### config.mk
export PLATFORM = sky130hd
export DESIGN_NAME = rr_mux_arbiter
export DESIGN_NICKNAME = d
export VERILOG_FILES = /design/src/rtl/rr_mux_arbiter_pkg.sv /design/src/rtl/rr_mux_arbiter_mux.sv /design/src/rtl/rr_mux_arbiter.sv
export SDC_FILE = /design/constraint.sdc
export NUM_CORES = 1
export LEC_CHECK = 0
export CORE_ASPECT_RATIO = 0.9
export CORE_MARGIN = 10
export CORE_UTILIZATION = 40
export CTS_CLUSTER_DIAMETER = 40
export DETAILED_ROUTE_END_ITERATION = 8
export PLACE_DENSITY_LB_ADDON = 0.08
export SKIP_CTS_REPAIR_TIMING = 1
export SYNTH_ARGS = -nofsm -noshare
export SYNTH_HDL_FRONTEND = slang
export SYNTH_SLANG_ARGS = --single-unit
### constraint.sdc
create_clock -name clk -period 2.3 [get_ports clk]
set_input_delay 0.46 -clock clk [delete_from_list [all_inputs] [get_ports clk]]
set_output_delay 0.46 -clock clk [all_outputs]
set_load 0.02 [all_outputs]
### src/rtl/rr_mux_arbiter_pkg.sv
// Shared types and constants for the round-robin 4:1 mux arbiter.
// Holds the FSM state encoding and the rotating-priority winner search.
package rr_mux_arbiter_pkg;

    localparam int unsigned NUM_REQ = 4;
    localparam int unsigned SEL_W   = 2;

    typedef enum logic [0:0] {
        IDLE = 1'b0,
        BUSY = 1'b1
    } arb_state_e;

    // First valid requester found scanning upward from start, wrapping modulo NUM_REQ.
    function automatic logic [SEL_W-1:0] rr_pick(
        input logic [NUM_REQ-1:0] valid,
        input logic [SEL_W-1:0]   start
    );
        logic [SEL_W-1:0] pick;
        logic [SEL_W-1:0] idx;
        logic             found;
        pick  = start;
        found = 1'b0;
        for (int k = 0; k < NUM_REQ; k++) begin
            idx = start + SEL_W'(k);
            if (!found && valid[idx]) begin
                pick  = idx;
                found = 1'b1;
            end
        end
        return pick;
    endfunction

endpackage

### src/rtl/rr_mux_arbiter_mux.sv
// Shared 4:1 data multiplexer; the select comes straight from the arbiter's grant.
module mux_2
    import rr_mux_arbiter_pkg::*;
#(
    parameter int unsigned WIDTH = 8
) (
    input  logic [WIDTH-1:0] in0,
    input  logic [WIDTH-1:0] in1,
    input  logic [WIDTH-1:0] in2,
    input  logic [WIDTH-1:0] in3,
    input  logic [SEL_W-1:0] sel,
    output logic [WIDTH-1:0] out
);

    // Select one of the four payloads.
    always_comb begin
        out = in0;
        case (sel)
            2'd0:    out = in0;
            2'd1:    out = in1;
            2'd2:    out = in2;
            2'd3:    out = in3;
            default: out = in0;
        endcase
    end

endmodule

### src/rtl/rr_mux_arbiter.sv
// Round-robin arbiter that funnels four requesters through one shared mux
// into a single-entry output register with valid/ready handshaking.
module rr_mux_arbiter
    import rr_mux_arbiter_pkg::*;
#(
    parameter int unsigned DATA_WIDTH = 8
) (
    input  logic                  clk,
    input  logic                  rst_n,
    input  logic [NUM_REQ-1:0]    req_valid,
    input  logic [DATA_WIDTH-1:0] req_data0,
    input  logic [DATA_WIDTH-1:0] req_data1,
    input  logic [DATA_WIDTH-1:0] req_data2,
    input  logic [DATA_WIDTH-1:0] req_data3,
    output logic [NUM_REQ-1:0]    req_ready,
    output logic                  out_valid,
    input  logic                  out_ready,
    output logic [DATA_WIDTH-1:0] out_data,
    output logic [SEL_W-1:0]      grant_sel,
    output logic [7:0]            xfer_cnt
);

    arb_state_e            state_r;
    arb_state_e            state_nxt_s;
    logic [SEL_W-1:0]      ptr_r;
    logic [SEL_W-1:0]      last_sel_r;
    logic [SEL_W-1:0]      winner_s;
    logic                  any_req_s;
    logic                  can_accept_s;
    logic                  xfer_s;
    logic [DATA_WIDTH-1:0] mux_out_s;
    logic [DATA_WIDTH-1:0] out_data_r;
    logic [7:0]            xfer_cnt_r;

    // Arbitration is re-evaluated every cycle from the current pointer.
    always_comb begin
        winner_s     = rr_pick(req_valid, ptr_r);
        any_req_s    = |req_valid;
        can_accept_s = (state_r == IDLE) || out_ready;
    end

    // One-hot accept toward the winner; forced low while reset is held.
    always_comb begin
        req_ready = {NUM_REQ{1'b0}};
        if (rst_n && can_accept_s && any_req_s) begin
            req_ready[winner_s] = 1'b1;
        end else begin
            req_ready = {NUM_REQ{1'b0}};
        end
    end

    // Grant tracks the winner and keeps its last value when nobody requests.
    always_comb begin
        grant_sel = {SEL_W{1'b0}};
        if (!rst_n) begin
            grant_sel = {SEL_W{1'b0}};
        end else if (any_req_s) begin
            grant_sel = winner_s;
        end else begin
            grant_sel = last_sel_r;
        end
    end

    assign xfer_s = |(req_valid & req_ready);

    mux_2 #(
        .WIDTH (DATA_WIDTH)
    ) u_mux (
        .in0 (req_data0),
        .in1 (req_data1),
        .in2 (req_data2),
        .in3 (req_data3),
        .sel (grant_sel),
        .out (mux_out_s)
    );

    // Next-state logic: a stalled BUSY holds; draining with no new transfer returns to IDLE.
    always_comb begin
        state_nxt_s = state_r;
        case (state_r)
            IDLE: begin
                if (xfer_s) begin
                    state_nxt_s = BUSY;
                end else begin
                    state_nxt_s = IDLE;
                end
            end
            BUSY: begin
                if (!out_ready) begin
                    state_nxt_s = BUSY;
                end else if (xfer_s) begin
                    state_nxt_s = BUSY;
                end else begin
                    state_nxt_s = IDLE;
                end
            end
            default: state_nxt_s = IDLE;
        endcase
    end

    // State, pointer, payload and transfer counter all move together on an accepted transfer.
    always_ff @(posedge clk or negedge rst_n) begin
        if (!rst_n) begin
            state_r    <= IDLE;
            ptr_r      <= {SEL_W{1'b0}};
            last_sel_r <= {SEL_W{1'b0}};
            out_data_r <= {DATA_WIDTH{1'b0}};
            xfer_cnt_r <= 8'd0;
        end else begin
            state_r <= state_nxt_s;
            if (xfer_s) begin
                out_data_r <= mux_out_s;
                ptr_r      <= winner_s + 2'd1;
                xfer_cnt_r <= xfer_cnt_r + 8'd1;
            end
            if (any_req_s) begin
                last_sel_r <= winner_s;
            end
        end
    end

    assign out_valid = (state_r == BUSY);
    assign out_data  = out_data_r;
    assign xfer_cnt  = xfer_cnt_r;

endmodule

==> flow_results.org <==
** Synthesis
- Of all cell types, the one taking the most synthesized area is dfrtp_1.
- Yosys warns :: 0
- After Yosys synthesis, and, or, nand and nor cells account for 21.90% of the synthesized area.
- After synthesis, the largest area contributor takes up 32.97% of total cell area.
- In this run the mean area of a mapped cell was 8.524 sq um.
- Among all flip-flop cells after synthesis, the most frequent one is dfrtp_1.
- Post-synthesis sequential area ratio :: 32.97%
- Share of flip-flops with an asynchronous set or reset :: 100.0%
- Syn nets :: 231
- The synthesized netlist occupies a cell area of 1594 sq um.
- Summing the areas of all xor and xnor instances in the mapped netlist gives 4.396% of the synthesized area.
- Dominant combinational cell family by area after synthesis :: compound AO/OA/AOI/OAI gates
- Synth Area in Compound Gates :: 27.71%
- In this run, synthesis inferred 0 flip-flops with an integrated enable.
- FF+latch count, synth :: 21
- The synthesized netlist devotes 3.925% of its cell area to adder and majority cells.
- Top-count cell post-synth :: nand2_1
- Sorting the synthesized cells by how often they occur yields nand2_1 (27), dfrtp_1 (21), a21oi_1 (14), inv_1 (14), o21ai_0 (13).
- Gate count after technology mapping :: 187
- The netlist uses 46 different library cells.
- Post-synthesis mux area share :: 0.7064%
- By area the synthesized netlist is led by dfrtp_1 (33%), nand2_1 (6.4%), a21oi_1 (4.4%), o21ai_0 (4.1%), ha_1 (3.9%).

** Worst setup path
- Among all stages on the critical path, the largest delay is contributed by dfrtp_2.
- The worst setup path is launched from a flip-flop.
- Required time at the endpoint of the critical path :: 1840 ps
- Max Fanout on Critical Path :: 6
- For this run, the slowest stage of the critical path takes 470 ps.
- Type of destination of the critical path :: output pin
- Data on the critical path arrives at its endpoint at 1790 ps.
- The setup path with the least slack is of type reg -> out.
- Cells along the critical path :: nor2b_4 > a21oi_2 > o221ai_2 > inv_1 > ha_2 > and2_4 > buf_6

** Floorplanning
- 62 I/O pins were placed.
- The initial utilization of the core area, before any placement, comes to 42.13%.
- Die Y :: 79.89 um
- Die area :: 6914 sq um
- The core region is 3784 sq um.
- The floorplan has 21 rows.
- Die W :: 86.54 um

** Detailed routing
- Drt initial violations :: 98
- Detailed routing inserted a total of 1707 vias.
- Number of design rule violations left after detail routing :: 0
- For this run, the detailed router's first-pass iteration total came to 4.
- In the final routed layout, each cell accounts on average for 14.97 um.
- Number of routed nets with antenna violations :: 0
- Via count normalized by instance count :: 5.204
- The routed design has 4.911 mm of wire.

** GRT
- The first global-routing pass estimated 8.017 mm of wire.
- Largest net degree at the start of global routing :: 20
- Global-route usage over all layers :: 13.88%
- The via count of the first global-routing pass came to 1693.
- The initial antenna violation count was 0.
- Total gr overflow :: 0

** Clock network
- Clock tree from TritonCTS :: built
- At the later pin of the worst-skew pair, clock insertion delay measures 260 ps.
- CTS built an H-tree with a depth of 1.
- Max Buffers Root-to-Sink :: 2
- Buffers inserted during clock tree synthesis total 3.
- CTS saw 21 sinks.
- Post-CTS clock slew at the launch and capture registers of the worst setup and hold paths :: 80 ps
- CTS placed an instance of clkbuf_8 at the clock tree root.

** Layout
- The number of antenna diodes in the final layout is 0.
- Cells fill 69.74% of the core in the end.
- Count of fill cells added during filler insertion :: 338
- Area growth from synthesis to final layout :: 65.54%
- In the final layout, the multi-input gates occupy 999.7 sq um.
- In the final layout, the share of cells above drive strength 1 is 28.72%.
- Final-stage net count :: 327
- Footprint of the flip-flops and latches :: 528.0 sq um

** STA
- For the pin with the worst max-slew slack, the measured transition is 331.6 ps.
- Final period util :: 97.94%
- The clock period could shrink to 2253 ps.
- Final-report hold violation count :: 0
- Relative slew slack :: 77.84%
- Clock skew on the completed layout was measured at 2.259 ps.
- Total Negative Setup Slacks :: 0 ps
- Count of final max-slew check failures :: 0
- RSZ-0062 raised after global routing :: true
- Achievable clock frequency :: 443.9 MHz
- Setup violations remaining at the end of the flow were counted as 0.
- In the post-route analysis, the smallest setup slack over all paths is 47.47 ps.
- Min Hold Slack :: 474.5 ps

** Pwr
- Across the VDD grid, the largest voltage drop is 0.4524 mV.
- The internal power of the cells totals 1.404 mW.
- In this run the power density over the cells is 910.9 nW/um^2.
- Proportion of power drawn by the clock network :: 10.0%
- Overall power consumption after layout is estimated at 2.404 mW.
- Summed over all nets, the switching power comes to 0.9998 mW.
- Fraction of power consumed by sequential logic :: 28.6%
- In this run, the combinational gates consume 61.5% of the power.
- Leakage power summed over all cells :: 1.186 nW
- Switching part of the total power :: 41.59%

** Place
- Placed wire-length estimate after detailed placement :: 3.998 mm
- Worst setup slack before clock tree synthesis :: -706.4 ps
- Port buffering added 61 buffers.
- At the end of routability-driven placement, the weighted congestion stood at 0.7921.

** Worst hold path
- The path class of the tightest hold or removal check is reg -> reg.

** Status
- Outcome :: finished, final reports clean

** Job
- The tool flagged a number of max-cap violations equal to 0.
[flip-flops by register name, indices dropped and copies added, names as in the netlist]
| register | flops |
|---|---|
| xfer_cnt | 8 |
| out_data | 8 |
| ptr_r | 2 |
| out_valid | 1 |
| last_sel_r | 2 |
[kinds of logic after synthesis]
family	after synthesis
and+or+nand+nor	65
DFF	21
adders and majority gates	5
muxes	1
AOI/OAI and AO/OA	62
xor gates and xnor gates	8
buffers and inverters	25
[worst paths after layout]
check | startpoint | end | slack (ps) | depth (start not counted)
setup / recovery | ptr_r[0] | req_ready[1] | 50 | 7
hold / removal | xfer_cnt[7] | xfer_cnt[7] | 470 | 1
setup reg to reg | ptr_r[0] | out_data[6] | 130 | 11
hold reg to reg | xfer_cnt[7] | xfer_cnt[7] | 470 | 1
max in group asynchronous | rst_n | ptr_r[1] | 1320 | 2
min in group asynchronous | rst_n | last_sel_r[0] | 670 | 2
[critical path: cells and delay by family, from the launching register on]
| kind | cells | cell delay [ps] |
|---|---|---|
| AO/OA/AOI/OAI | 2 | 320 |
| AND/OR/NAND/NOR | 2 | 280 |
| flip-flops | 1 | 470 |
| buffers and inverters | 2 | 260 |
| adder cells (fa/ha/maj) | 1 | 200 |
[power by group through the flow]
stage | Clock [mW] | Combinational, mW | Sequential, mW
after global placement | 0 | 1.37 | 0.677
final | 0.239 | 1.48 | 0.686
after detailed placement | 0 | 1.39 | 0.684
after global routing | 0.258 | 1.64 | 0.709
after floorplan | 0 | 0.634 | 0.781
after CTS | 0.245 | 1.39 | 0.678
[per-layer routing]
metal / part of all wire [%] / vias up / GRT usage [%]
met5: 0 / - / 0
met4: 0.29 / 0 / 1.456
met3: 10 / 2 / 6.735
met2: 43 / 59 / 21.17
met1: 46 / 796 / 17.79
li1: - / 850 / -
[layout make-up]
| cell class | instances | share of cell area, % |
|---|---|---|
| inverters | 14 | 1.991 |
| flip-flops and latches | 21 | 20.01 |
| clock inverters | 1 | 0.1897 |
| multi-input cells | 141 | 37.89 |
| clock buffers | 3 | 1.565 |
| repair buffers | 102 | 36.18 |
| well taps | 46 | 2.181 |
[stage by stage]
step                instance area [sq um]  std cells
floorplan                            1594        187
global placement                     2484        320
detailed placement                   2484        320
CTS                                  2530        324
global route                         2639        328
finish                               2639        328
[cell usage in the layout, fill, tap and decap left out, drive strengths merged, types with 3 or more instances in the layout]
cell | synthesis | final
nor2 | 3 | 3
dlymetal6s2s | 0 | 4
o211ai | 7 | 7
clkbuf | 0 | 4
nor2b | 3 | 3
xnor2 | 6 | 6
a22oi | 3 | 3
nand2b | 3 | 3
o21ai | 23 | 23
nand3 | 12 | 12
buf | 11 | 46
clkdlybuf4s50 | 0 | 51
ha | 5 | 5
nand2 | 27 | 27
dfrtp | 21 | 21
and2 | 6 | 6
inv | 14 | 14
a21oi | 15 | 15
(Power assumes the default switching activity.)
